$ cat src/rtl/coproc_pkg.sv
// Shared types and constants for the image coprocessor front end.
package coproc_pkg;

    localparam int PIX_W      = 12;
    localparam int WIN_W      = 36;
    localparam int DEF_IMG_W  = 160;
    localparam int DEF_IMG_H  = 120;
    localparam int DEF_ADDR_W = 15;

    typedef enum logic [1:0] {
        IDLE   = 2'd0,
        PRIME  = 2'd1,
        STREAM = 2'd2
    } feeder_state_t;

    typedef logic [PIX_W-1:0] pix_t;

    // One window column: rows y-1, y, y+1 at a single x.
    typedef struct packed {
        pix_t top;
        pix_t mid;
        pix_t bot;
    } win_col_t;

    localparam pix_t             PIX_ZERO = 12'h000;
    localparam win_col_t         COL_ZERO = {PIX_ZERO, PIX_ZERO, PIX_ZERO};
    localparam logic [WIN_W-1:0] WIN_ZERO = 36'h0_0000_0000;

    function automatic logic [WIN_W-1:0] pack_row(input pix_t l, input pix_t c, input pix_t r);
        return {l, c, r};
    endfunction

endpackage

$ cat src/rtl/window_feeder_if.sv
// Source-memory and processing-element signals of the window feeder.
import coproc_pkg::*;

interface window_feeder_if #(parameter int ADDR_W = DEF_ADDR_W);
    logic              go;
    logic              busy;
    logic              src_re;
    logic [ADDR_W-1:0] src_addr;
    pix_t              src_rdata;
    logic [WIN_W-1:0]  rgb_out0;
    logic [WIN_W-1:0]  rgb_out1;
    logic [WIN_W-1:0]  rgb_out2;
    logic              start;
    logic              cnt_start;
    logic              done;

    modport master (
        input  go, src_rdata,
        output busy, src_re, src_addr, rgb_out0, rgb_out1, rgb_out2,
               start, cnt_start, done
    );

    modport slave (
        output go, src_rdata,
        input  busy, src_re, src_addr, rgb_out0, rgb_out1, rgb_out2,
               start, cnt_start, done
    );
endinterface

$ cat src/rtl/line_buffer.sv
// IMG_W-deep circular pixel store: read at the pointer, optional write at
// the same slot, pointer advances once per accepted pixel.
import coproc_pkg::*;

module line_buffer #(
    parameter int IMG_W = DEF_IMG_W
) (
    input  logic clk,
    input  logic rst_n,
    input  logic clr,
    input  logic adv,
    input  logic we,
    input  pix_t wdata,
    output pix_t rdata
);

    localparam int              PTR_W    = (IMG_W > 1) ? $clog2(IMG_W) : 1;
    localparam logic [PTR_W-1:0] PTR_ZERO = {PTR_W{1'b0}};
    localparam logic [PTR_W-1:0] PTR_LAST = PTR_W'(IMG_W - 1);

    logic [PTR_W-1:0] ptr_r;
    pix_t             mem_r [IMG_W];

    // Column pointer, wraps at the end of a row.
    always_ff @(posedge clk or negedge rst_n) begin
        if (!rst_n) begin
            ptr_r <= PTR_ZERO;
        end else if (clr) begin
            ptr_r <= PTR_ZERO;
        end else if (adv) begin
            ptr_r <= (ptr_r == PTR_LAST) ? PTR_ZERO : ptr_r + 1'b1;
        end
    end

    // Pixel storage; no reset, stale contents are masked by the window edge logic.
    always_ff @(posedge clk) begin
        if (we) begin
            mem_r[ptr_r] <= wdata;
        end
    end

    assign rdata = mem_r[ptr_r];

endmodule

$ cat src/rtl/window_feeder.sv
// Raster 3x3 window source: streams a frame from image memory once and emits
// one neighbourhood per cycle. Define WINDOW_EDGE_REPLICATE_EN for replicate edges.
import coproc_pkg::*;

module window_feeder #(
    parameter int IMG_W  = DEF_IMG_W,
    parameter int IMG_H  = DEF_IMG_H,
    parameter int ADDR_W = DEF_ADDR_W
) (
    input  logic            clk,
    input  logic            rst_n,
    window_feeder_if.master bus
);

    localparam int XW = $clog2(IMG_W + 1);
    localparam int YW = $clog2(IMG_H + 2);

    localparam logic [ADDR_W-1:0] ADDR_ZERO       = {ADDR_W{1'b0}};
    localparam logic [ADDR_W-1:0] ADDR_PRIME_LAST = ADDR_W'(IMG_W + 1);
    localparam logic [ADDR_W-1:0] ADDR_LAST       = ADDR_W'(IMG_W * IMG_H - 1);
    localparam logic [XW-1:0]     X_ZERO          = {XW{1'b0}};
    localparam logic [XW-1:0]     X_LAST          = XW'(IMG_W - 1);
    localparam logic [YW-1:0]     Y_ZERO          = {YW{1'b0}};
    localparam logic [YW-1:0]     Y_ONE           = YW'(1);
    localparam logic [YW-1:0]     Y_LAST          = YW'(IMG_H - 1);

    feeder_state_t     state_r;
    logic              busy_r;
    logic              start_r;
    logic              cnt_start_r;
    logic              done_r;
    logic              src_re_r;
    logic [ADDR_W-1:0] src_addr_r;

    // Arrival side: (px_r, py_r) is the pixel on src_rdata this cycle; it keeps
    // running past the last read so the bottom rows can be drained.
    logic              arr_vld_r;
    logic [XW-1:0]     px_r;
    logic [YW-1:0]     py_r;
    logic [XW-1:0]     cx_r;
    logic [YW-1:0]     cy_r;
    logic              sel_r;

    win_col_t          col_left_r;
    win_col_t          col_mid_r;
    win_col_t          col_new_s;
    logic [WIN_W-1:0]  rgb0_r;
    logic [WIN_W-1:0]  rgb1_r;
    logic [WIN_W-1:0]  rgb2_r;

    pix_t              lb0_rd_s;
    pix_t              lb1_rd_s;
    pix_t              newer_s;
    pix_t              older_s;
    logic              lb0_we_s;
    logic              lb1_we_s;
    logic              go_acc_s;
    logic              win_vld_s;
    logic              last_win_s;

    win_col_t          cols_s [3];
    pix_t              rows_s [3][3];
    pix_t              fld_s  [3][3];

    assign go_acc_s   = (state_r == IDLE) && bus.go;
    assign win_vld_s  = arr_vld_r && ((py_r > Y_ONE) || ((py_r == Y_ONE) && (px_r != X_ZERO)));
    assign last_win_s = (cx_r == X_LAST) && (cy_r == Y_LAST);

    // sel_r names the buffer holding the most recent complete row; the other
    // holds the row before and is overwritten by the incoming row.
    assign newer_s   = sel_r ? lb1_rd_s : lb0_rd_s;
    assign older_s   = sel_r ? lb0_rd_s : lb1_rd_s;
    assign lb0_we_s  = arr_vld_r & sel_r;
    assign lb1_we_s  = arr_vld_r & ~sel_r;
    assign col_new_s = {older_s, newer_s, bus.src_rdata};

    line_buffer #(.IMG_W(IMG_W)) u_lb0 (
        .clk   (clk),
        .rst_n (rst_n),
        .clr   (go_acc_s),
        .adv   (arr_vld_r),
        .we    (lb0_we_s),
        .wdata (bus.src_rdata),
        .rdata (lb0_rd_s)
    );

    line_buffer #(.IMG_W(IMG_W)) u_lb1 (
        .clk   (clk),
        .rst_n (rst_n),
        .clr   (go_acc_s),
        .adv   (arr_vld_r),
        .we    (lb1_we_s),
        .wdata (bus.src_rdata),
        .rdata (lb1_rd_s)
    );

    // Frame sequencing, read address generation and arrival/centre tracking.
    always_ff @(posedge clk or negedge rst_n) begin
        if (!rst_n) begin
            state_r     <= IDLE;
            busy_r      <= 1'b0;
            start_r     <= 1'b0;
            cnt_start_r <= 1'b0;
            done_r      <= 1'b0;
            src_re_r    <= 1'b0;
            src_addr_r  <= ADDR_ZERO;
            arr_vld_r   <= 1'b0;
            px_r        <= X_ZERO;
            py_r        <= Y_ZERO;
            cx_r        <= X_ZERO;
            cy_r        <= Y_ZERO;
            sel_r       <= 1'b0;
        end else begin
            start_r     <= 1'b0;
            cnt_start_r <= 1'b0;
            done_r      <= 1'b0;

            if (src_re_r) begin
                if (src_addr_r == ADDR_LAST) begin
                    src_re_r   <= 1'b0;
                    src_addr_r <= ADDR_ZERO;
                end else begin
                    src_addr_r <= src_addr_r + 1'b1;
                end
            end

            if (arr_vld_r) begin
                if (px_r == X_LAST) begin
                    px_r  <= X_ZERO;
                    py_r  <= py_r + 1'b1;
                    sel_r <= ~sel_r;
                end else begin
                    px_r <= px_r + 1'b1;
                end
                // Pixel (0,1) arriving means the first window is computed next cycle.
                if ((py_r == Y_ONE) && (px_r == X_ZERO)) begin
                    cnt_start_r <= 1'b1;
                end
                if (win_vld_s) begin
                    if (last_win_s) begin
                        done_r    <= 1'b1;
                        arr_vld_r <= 1'b0;
                    end
                    if (cx_r == X_LAST) begin
                        cx_r <= X_ZERO;
                        cy_r <= cy_r + 1'b1;
                    end else begin
                        cx_r <= cx_r + 1'b1;
                    end
                end
            end

            case (state_r)
                IDLE: begin
                    if (bus.go) begin
                        state_r    <= PRIME;
                        busy_r     <= 1'b1;
                        start_r    <= 1'b1;
                        src_re_r   <= 1'b1;
                        src_addr_r <= ADDR_ZERO;
                        px_r       <= X_ZERO;
                        py_r       <= Y_ZERO;
                        cx_r       <= X_ZERO;
                        cy_r       <= Y_ZERO;
                    end
                end
                PRIME: begin
                    if (start_r) begin
                        arr_vld_r <= 1'b1;
                    end
                    if (src_addr_r == ADDR_PRIME_LAST) begin
                        state_r <= STREAM;
                    end
                end
                STREAM: begin
                    if (done_r) begin
                        state_r <= IDLE;
                        busy_r  <= 1'b0;
                    end
                end
                default: begin
                    state_r <= IDLE;
                    busy_r  <= 1'b0;
                end
            endcase
        end
    end

    // Two-column history feeding the left and centre window columns.
    always_ff @(posedge clk or negedge rst_n) begin
        if (!rst_n) begin
            col_left_r <= COL_ZERO;
            col_mid_r  <= COL_ZERO;
        end else if (arr_vld_r) begin
            col_left_r <= col_mid_r;
            col_mid_r  <= col_new_s;
        end
    end

    // Edge treatment: rows are fixed first, then columns.
    always_comb begin
        cols_s[0] = col_left_r;
        cols_s[1] = col_mid_r;
        cols_s[2] = col_new_s;
        for (int c = 0; c < 3; c++) begin
`ifdef WINDOW_EDGE_REPLICATE_EN
            rows_s[0][c] = (cy_r == Y_ZERO) ? cols_s[c].mid : cols_s[c].top;
            rows_s[2][c] = (cy_r == Y_LAST) ? cols_s[c].mid : cols_s[c].bot;
`else
            rows_s[0][c] = (cy_r == Y_ZERO) ? PIX_ZERO : cols_s[c].top;
            rows_s[2][c] = (cy_r == Y_LAST) ? PIX_ZERO : cols_s[c].bot;
`endif
            rows_s[1][c] = cols_s[c].mid;
        end
        for (int r = 0; r < 3; r++) begin
`ifdef WINDOW_EDGE_REPLICATE_EN
            fld_s[r][0] = (cx_r == X_ZERO) ? rows_s[r][1] : rows_s[r][0];
            fld_s[r][2] = (cx_r == X_LAST) ? rows_s[r][1] : rows_s[r][2];
`else
            fld_s[r][0] = (cx_r == X_ZERO) ? PIX_ZERO : rows_s[r][0];
            fld_s[r][2] = (cx_r == X_LAST) ? PIX_ZERO : rows_s[r][2];
`endif
            fld_s[r][1] = rows_s[r][1];
        end
    end

    // Registered window outputs, zero whenever no window is presented.
    always_ff @(posedge clk or negedge rst_n) begin
        if (!rst_n) begin
            rgb0_r <= WIN_ZERO;
            rgb1_r <= WIN_ZERO;
            rgb2_r <= WIN_ZERO;
        end else if (win_vld_s) begin
            rgb0_r <= pack_row(fld_s[0][0], fld_s[0][1], fld_s[0][2]);
            rgb1_r <= pack_row(fld_s[1][0], fld_s[1][1], fld_s[1][2]);
            rgb2_r <= pack_row(fld_s[2][0], fld_s[2][1], fld_s[2][2]);
        end else begin
            rgb0_r <= WIN_ZERO;
            rgb1_r <= WIN_ZERO;
            rgb2_r <= WIN_ZERO;
        end
    end

    assign bus.busy      = busy_r;
    assign bus.start     = start_r;
    assign bus.cnt_start = cnt_start_r;
    assign bus.done      = done_r;
    assign bus.src_re    = src_re_r;
    assign bus.src_addr  = src_addr_r;
    assign bus.rgb_out0  = rgb0_r;
    assign bus.rgb_out1  = rgb1_r;
    assign bus.rgb_out2  = rgb2_r;

endmodule

$ cat src/flat_wrapper.sv
// flat-port wrapper written by rule: the top's interface ports become plain ports
module window_feeder_flat 
#(
    parameter int IMG_W  = DEF_IMG_W,
    parameter int IMG_H  = DEF_IMG_H,
    parameter int ADDR_W = DEF_ADDR_W
)
  (clk, rst_n, bus_go, bus_src_rdata, bus_busy, bus_src_re, bus_src_addr, bus_rgb_out0, bus_rgb_out1, bus_rgb_out2, bus_start, bus_cnt_start, bus_done);
  window_feeder_if #(.ADDR_W(ADDR_W)) bus_i ();
  input  logic clk;
  input  logic rst_n;
  input wire logic [$bits(bus_i.go)-1:0] bus_go;
  input wire logic [$bits(bus_i.src_rdata)-1:0] bus_src_rdata;
  output wire logic [$bits(bus_i.busy)-1:0] bus_busy;
  output wire logic [$bits(bus_i.src_re)-1:0] bus_src_re;
  output wire logic [$bits(bus_i.src_addr)-1:0] bus_src_addr;
  output wire logic [$bits(bus_i.rgb_out0)-1:0] bus_rgb_out0;
  output wire logic [$bits(bus_i.rgb_out1)-1:0] bus_rgb_out1;
  output wire logic [$bits(bus_i.rgb_out2)-1:0] bus_rgb_out2;
  output wire logic [$bits(bus_i.start)-1:0] bus_start;
  output wire logic [$bits(bus_i.cnt_start)-1:0] bus_cnt_start;
  output wire logic [$bits(bus_i.done)-1:0] bus_done;
  assign bus_i.go = bus_go;
  assign bus_i.src_rdata = bus_src_rdata;
  assign bus_busy = bus_i.busy;
  assign bus_src_re = bus_i.src_re;
  assign bus_src_addr = bus_i.src_addr;
  assign bus_rgb_out0 = bus_i.rgb_out0;
  assign bus_rgb_out1 = bus_i.rgb_out1;
  assign bus_rgb_out2 = bus_i.rgb_out2;
  assign bus_start = bus_i.start;
  assign bus_cnt_start = bus_i.cnt_start;
  assign bus_done = bus_i.done;
  window_feeder #(.IMG_W(IMG_W), .IMG_H(IMG_H), .ADDR_W(ADDR_W)) u_core (.clk(clk), .rst_n(rst_n), .bus(bus_i));
endmodule
$ cat config.mk
export PLATFORM = sky130hd
export DESIGN_NAME = window_feeder_flat
export DESIGN_NICKNAME = d
export VERILOG_FILES = /design/src/rtl/coproc_pkg.sv /design/src/rtl/window_feeder_if.sv /design/src/rtl/line_buffer.sv /design/src/rtl/window_feeder.sv /design/src/flat_wrapper.sv
export SDC_FILE = /design/constraint.sdc
export NUM_CORES = 2
export LEC_CHECK = 0
export CORE_UTILIZATION = 46
export DETAILED_ROUTE_END_ITERATION = 8
export DONT_BUFFER_PORTS = 1
export HOLD_SLACK_MARGIN = 0.08
export PLACE_DENSITY = 0.61
export SYNTH_ARGS = -nofsm -noshare
export SYNTH_HDL_FRONTEND = slang
export SYNTH_HIERARCHICAL = 1
export SYNTH_SLANG_ARGS = --single-unit
$ cat constraint.sdc
create_clock -name clk -period 3.96 [get_ports clk]
set_clock_uncertainty 0.1 [all_clocks]
set_input_delay 0.792 -clock clk [delete_from_list [all_inputs] [get_ports clk]]
set_output_delay 0.792 -clock clk [all_outputs]
set_load 0.01 [all_outputs]
* Word level (Yosys, flattened, before mapping)
Memory sizes are Yosys's and may differ from the RTL's. Cells that the tools add are included. W data, S select, Z words.
Word-level totals: memories kept 2, bits in latches 0, word-level logic and storage cells 138, bits in read-only memories 0, register bits 250, bits of input ports 15, memory bits (writable) 3840
Memory list:
- u_core.u_lb0.mem_r | depth 160, bits a word 12, rd ports 1, clocked after memory_dff 0, wr ports 1, RTL line line_buffer.sv:22 | pix_t mem_r [IMG_W];
- u_core.u_lb1.mem_r | depth 160, bits a word 12, rd ports 1, clocked after memory_dff 0, wr ports 1, RTL line line_buffer.sv:22
Operators by class: eq/ne operators 13, reduce and logical (&&, ||, !) cells 15, $mul 0, magnitude comparators 1, div/mod/pow operators 0, bitwise gates (word level) 4, muxes and demuxes 72, shift-type cells 0, add/sub/neg operators 7
Operators with widths (count):
- $mux W12 | 14
- $mux W8 | 15
- $mux W36 | 3
- $mux W7 | 9
- $mux W15 | 4
- $add A8 B1 Y8 const B | 4
- $eq A8 B8 Y1 const B | 4
- $mux W1 | 22
- $logic_not A8 Y1 | 2
- $add A15 B1 Y15 const B | 1
- $eq A15 B15 Y1 const B | 1
- $eq A15 B8 Y1 const B | 1
- $add A7 B1 Y7 const B | 2
- $reduce_bool A8 Y1 | 1
- $eq A7 B1 Y1 const B | 1
- $eq A7 B7 Y1 const B | 1
- $gt A7 B1 Y1 const B | 1
- $logic_not A7 Y1 | 1
- $mux W2 | 3
- $pmux W2 S3 | 1
- $reduce_and A3 Y1 | 2
- $logic_and A1 B1 Y1 | 5
- $ne A2 B1 Y1 const B | 2
- $pmux W1 S3 | 1
- other kinds (9) | 11

* Depth between registers and ports, before layout
depth in word-level cells 8, depth in mapped cells 12

* By module
Netlist, hierarchy kept.
Modules (own cells, without submodules):
- line_buffer | seq. area each 57855.5 um^2, area an instance 73880.9 um^2, cells an instance 3101, times used 2
- window_feeder | seq. area each 5855.6 um^2, area an instance 9454.1 um^2, cells an instance 766, times used 1

* Worst setup path before layout
No wires, ideal clock.
kind register to register, from register u_core.arr_vld_r, to memory u_core/u_lb0/mem_r[152][0] (netlist bit), enable pin, setup slack 640 ps, buffers on the path 5, required time 3480 ps, data arrival time 2839 ps, cell stages (with the launch flop) 9, cells stage by stage dfrtp_1 > buf_2 > clkbuf_1 > clkbuf_1 > and2_1 > clkbuf_1 > clkbuf_1 > nand3_1 > nor2_1
Between the ends: cells in the longest elaborated chain, start to end 3
RTL lines:
- from (decl) | RTL line window_feeder.sv:37 | logic arr_vld_r;
- from (signal assigned) | RTL line window_feeder.sv:107 | arr_vld_r <= 1'b0;
- from (signal assigned) | RTL line window_feeder.sv:142 | arr_vld_r <= 1'b0;
- from (signal assigned) | RTL line window_feeder.sv:169 | arr_vld_r <= 1'b1;
- $and A1 B1 Y1 | RTL line window_feeder.sv:73 | assign lb0_we_s = arr_vld_r & sel_r;
- net u_core.lb0_we_s | RTL line window_feeder.sv:55 | logic lb0_we_s;
- $mux W1 | RTL line line_buffer.sv:37 | if (we) begin
- $mux W1 (not written as such) | RTL line line_buffer.sv:38 | mem_r[ptr_r] <= wdata;
- to (decl) | RTL line line_buffer.sv:22
The timed path passes the listed nets, and every way through them passes these cells.

* Final worst setup path
from register u_core.u_lb1.ptr_r[0], to register u_core/col_mid_r[13] (netlist bit)
Between the ends: cells in the longest elaborated chain, start to end 2
RTL lines:
- from (decl) | RTL line line_buffer.sv:21 | logic [PTR_W-1:0] ptr_r;
- from (signal assigned) | RTL line line_buffer.sv:31 | ptr_r <= (ptr_r == PTR_LAST) ? PTR_ZERO : ptr_r + 1'b1;
- $mem_v2 Z160 W12
- net u_core.lb1_rd_s[1] | RTL line window_feeder.sv:52 | pix_t lb1_rd_s;
- $mux W12 | RTL line window_feeder.sv:71 | assign newer_s = sel_r ? lb1_rd_s : lb0_rd_s;
- to (signal assigned) | RTL line window_feeder.sv:196 | col_mid_r <= col_new_s;
- to (decl) | RTL line window_feeder.sv:45 | win_col_t col_mid_r;
The timed path passes the listed nets, and every way through them passes these cells. A chain may end at the register's enable or synchronous reset.

==> flow_summary_export.csv <==
group,metric,value,unit
run_status,status,"finished, violations left",
run_status,violations,"design-rule violations, negative hold slack, max-slew violations",
final_layout,final_common_cell,"edfxtp_1",
placement,hpwl,235000,um
floorplanning,die_y,587,um
setup_path,r2r_cells,11,
synth,synthCells,6968,
final_layout,drive_gt1_frac,0.319,
drt,final_antenna_net_count,0,
placement,gp_congestion,0.864,
cts,clk_path_buf_depth,4,
drt,post_drt_via_cell_ratio,6.05,
setup_path,cp.required,4.69,ns
drt,routed_wl,406000,um
grt,grt-ovfl-total,0,
power,p_per_area,690,nW/um2
drt,drtPass1Iterations,9,
floorplanning,dieWidth,587,um
grt,antenna_found_initial,22,
synth,ys_warn_count,6,
synth,synth_nets,7001,
floorplanning,pin_count,143,
synth,ys_ff_latch,4090,
final_layout,fin_nets,7733,
setup_path,start_kind,"flop",
setup_path,r2r_start,"u_core/u_lb1/ptr_r[0]$_DFFE_PN0P_",
cts,cts_sinks,4090,
final_layout,area_delta_synth_final,15.4,%
placement,portBuffers,0,
timing,relSlewSlack,-0.0215,
cts,clkLatencyLatePin,0.97,ns
cts,cts_tree,"built",
timing,finalCritPeriodShare,0.982,
setup_path,crit_type,"reg2reg",
setup_path,crit_start,"u_core/u_lb1/ptr_r[0]$_DFFE_PN0P_",
timing,rsz0062_at_grt,"no",
timing,worst_hold_slack,-0.545,ns
timing,worst_pin_slew,1.53,ns
timing,final_hold_viol_count,250,
grt,grt_max_degree,323,
synth,async_flop_share,0.0611,
setup_path,crit_fanout,32,
setup_path,r2r_end,"u_core/col_mid_r[13]$_DFFE_PN0P_",
synth,synth_ff_type,"edfxtp_1",
synth,ys_seq_area_frac,0.773,
power,ir_worst_vdd,0.000715,V
power,leakage,58.1,nW
cts,cts_buffers,418,
cts,clkTransAtPathRegs,0.06,ns
drt,wire_per_inst,32.2,um
drt,vias,76300,
cts,ctsHtreeMaxLevel,5,
setup_path,worst_ep_arrival_time,4.62,ns
cts,postCtsHoldBufs,20,
grt,grt_pass1_wl,581000,um
cts,cts-root-buf,"clkbuf_16",
floorplanning,die_area,344000,um2
synth,synth_edf_count,3840,
timing,timing.fmax,0.257,GHz
timing,finalSetupViolations,0,
grt,grt_pass1_vias,76800,
setup_path,endpoint_kind,"flop",
synth,synth_area,157000,um2
floorplanning,initial_core_util,0.462,
timing,period_needed,3.89,ns
floorplanning,rows,214,
timing,slew_violations,48,
synth,syn_avg_cell_area,22.6,um2
floorplanning,core,340000,um2
grt,grtUsageTotal,0.236,
final_layout,final_core_util,0.533,
power,finalPower,0.125,W
synth,ys_types,67,
drt,drtIter0Drc,9463,
final_layout,mostFrequentLayoutCells,"edfxtp_1, mux4_2, buf_4",
worst_hold_path,worstHoldPathType,"in2async",
job,cap_violations,0,
drt,route.detailed.drc,45,
setup_path,reg2reg_slack,0.07,ns
stage by stage:
| stage | setup slack [ns] | TNS [ns] | instances | instance area [um2] | hold WS [ns] |
|---|---|---|---|---|---|
| 4_1_cts | 0.00543 | 0 | 12600 | 181000 | -0.663 |
| 3_3_place_gp | -0.607 | -8.10 | 11800 | 167000 | 0.382 |
| 3_5_place_dp | -0.579 | -7.93 | 11800 | 167000 | 0.388 |
| 2_1_floorplan | 0.640 | 0 | 6968 | 157000 | 0.371 |
| 5_1_grt | 0.00548 | 0 | 12600 | 181000 | -0.595 |
| 6_report | 0.0694 | 0 | 12600 | 181000 | -0.545 |
worst max-delay path by stage:
| stage | slack, ns | depth (start not counted) | to |
|---|---|---|---|
| global route | 0.005 | 12 | u_core/col_mid_r[33]$_DFFE_PN0P_ |
| finish | 0.07 | 11 | u_core/col_mid_r[13]$_DFFE_PN0P_ |
| detailed placement | -0.58 | 12 | u_core/col_mid_r[21]$_DFFE_PN0P_ |
| CTS | 0.005 | 12 | u_core/col_mid_r[26]$_DFFE_PN0P_ |
| floorplan | 0.64 | 8 | u_core/u_lb0/mem_r[152][0]$_DFFE_PP_ |
| global placement | -0.61 | 12 | u_core/col_mid_r[21]$_DFFE_PN0P_ |
what timing repair did:
action,4_1_cts,5_1_grt
endpoints found under the hold margin,1144,250
pin swaps,0,3
setup buffers,4,6
gates cloned,4,0
endpoints found under the setup margin,25,29
gates resized for setup,22,12
cells by family after synthesis:
logic type               Yosys count  synth area share
multiplexers                    1262             0.171
XOR/XNOR                          29           0.00162
flip-flops                      4090             0.773
buffers and inverters            417            0.0129
AND/OR/NAND/NOR                  836            0.0256
adder cells (fa/ha/maj)           18           0.00143
AO/OA/AOI/OAI                    316            0.0138
Yosys cell counts (25+ instances only):
cell type | number | share of area
edfxtp_1 | 3840 | 0.73
mux4_2 | 1136 | 0.16
nor2_1 | 408 | 0.0097
dfrtp_1 | 250 | 0.040
clkbuf_1 | 162 | 0.0039
o22ai_1 | 103 | 0.0041
nand2_1 | 102 | 0.0024
buf_2 | 95 | 0.0030
mux2_2 | 86 | 0.0062
buf_4 | 70 | 0.0033
nand3_1 | 67 | 0.0021
buf_1 | 56 | 0.0013
a21oi_1 | 43 | 0.0014
mux2i_1 | 40 | 0.0025
nor2b_1 | 40 | 0.0016
nor3b_1 | 37 | 0.0018
a22oi_1 | 36 | 0.0017
and2_1 | 31 | 0.0012
a31oi_1 | 28 | 0.0011
nor3_1 | 25 | 0.00080
area by class of cell:
cell class	instances	area, um2
Antenna cell	11	27.5
Clock buffer	520	11100
Clock inverter	265	2700
Fill cell	25800	159000
Inverter	23	86.3
Multi-Input combinational cell	2461	33800
Sequential cell	4090	122000
Tap cell	4536	5680
Timing Repair Buffer	706	6420
state kept, by name, summed over array words and instances (netlist names):
signal / cells
u_core/state_r: 2
u_core/bus.start: 1
u_core/bus.busy: 1
u_core/col_mid_r: 36
u_core/bus.src_re: 1
u_core/px_r: 8
u_core/cx_r: 8
u_core/u_lb0/ptr_r: 8
u_core/bus.src_addr: 15
u_core/u_lb0/mem_r: 1920
u_core/bus.rgb_out2: 36
u_core/u_lb1/mem_r: 1920
u_core/bus.rgb_out1: 36
u_core/py_r: 7
u_core/cy_r: 7
u_core/arr_vld_r: 1
u_core/bus.cnt_start: 1
u_core/bus.done: 1
u_core/sel_r: 1
u_core/u_lb1/ptr_r: 8
u_core/col_left_r: 36
u_core/bus.rgb_out0: 36
metal layers:
layer | track usage | vias to the layer above | wire length, um
met1 | 0.344 | 41500 | 167000
met2 | 0.366 | 3329 | 191000
met5 | 0 | - | 52
met3 | 0.0501 | 531 | 37600
li1 | - | 30900 | -
met4 | 0.0552 | 8 | 9940
where the power goes:
part	switching (W)	internal, W	total [W]
logic	0.0194	0.0160	0.0354
registers	0.00137	0.0488	0.0501
clock network	0.0166	0.0230	0.0396
total	0.0374	0.0877	0.125
worst max-delay path, cell delays in order (launching register included):
cell and delay (ns):
dfrtp_4 0.49, buf_12 0.17, buf_12 0.27, buf_12 0.30
mux4_2 0.57, mux4_2 0.47, mux2_2 0.37, nand2_1 0.16
nand4_1 0.12, buf_4 0.19, mux2i_1 0.35, a21oi_1 0.12
Note: power is estimated with default switching activity, not from simulation.
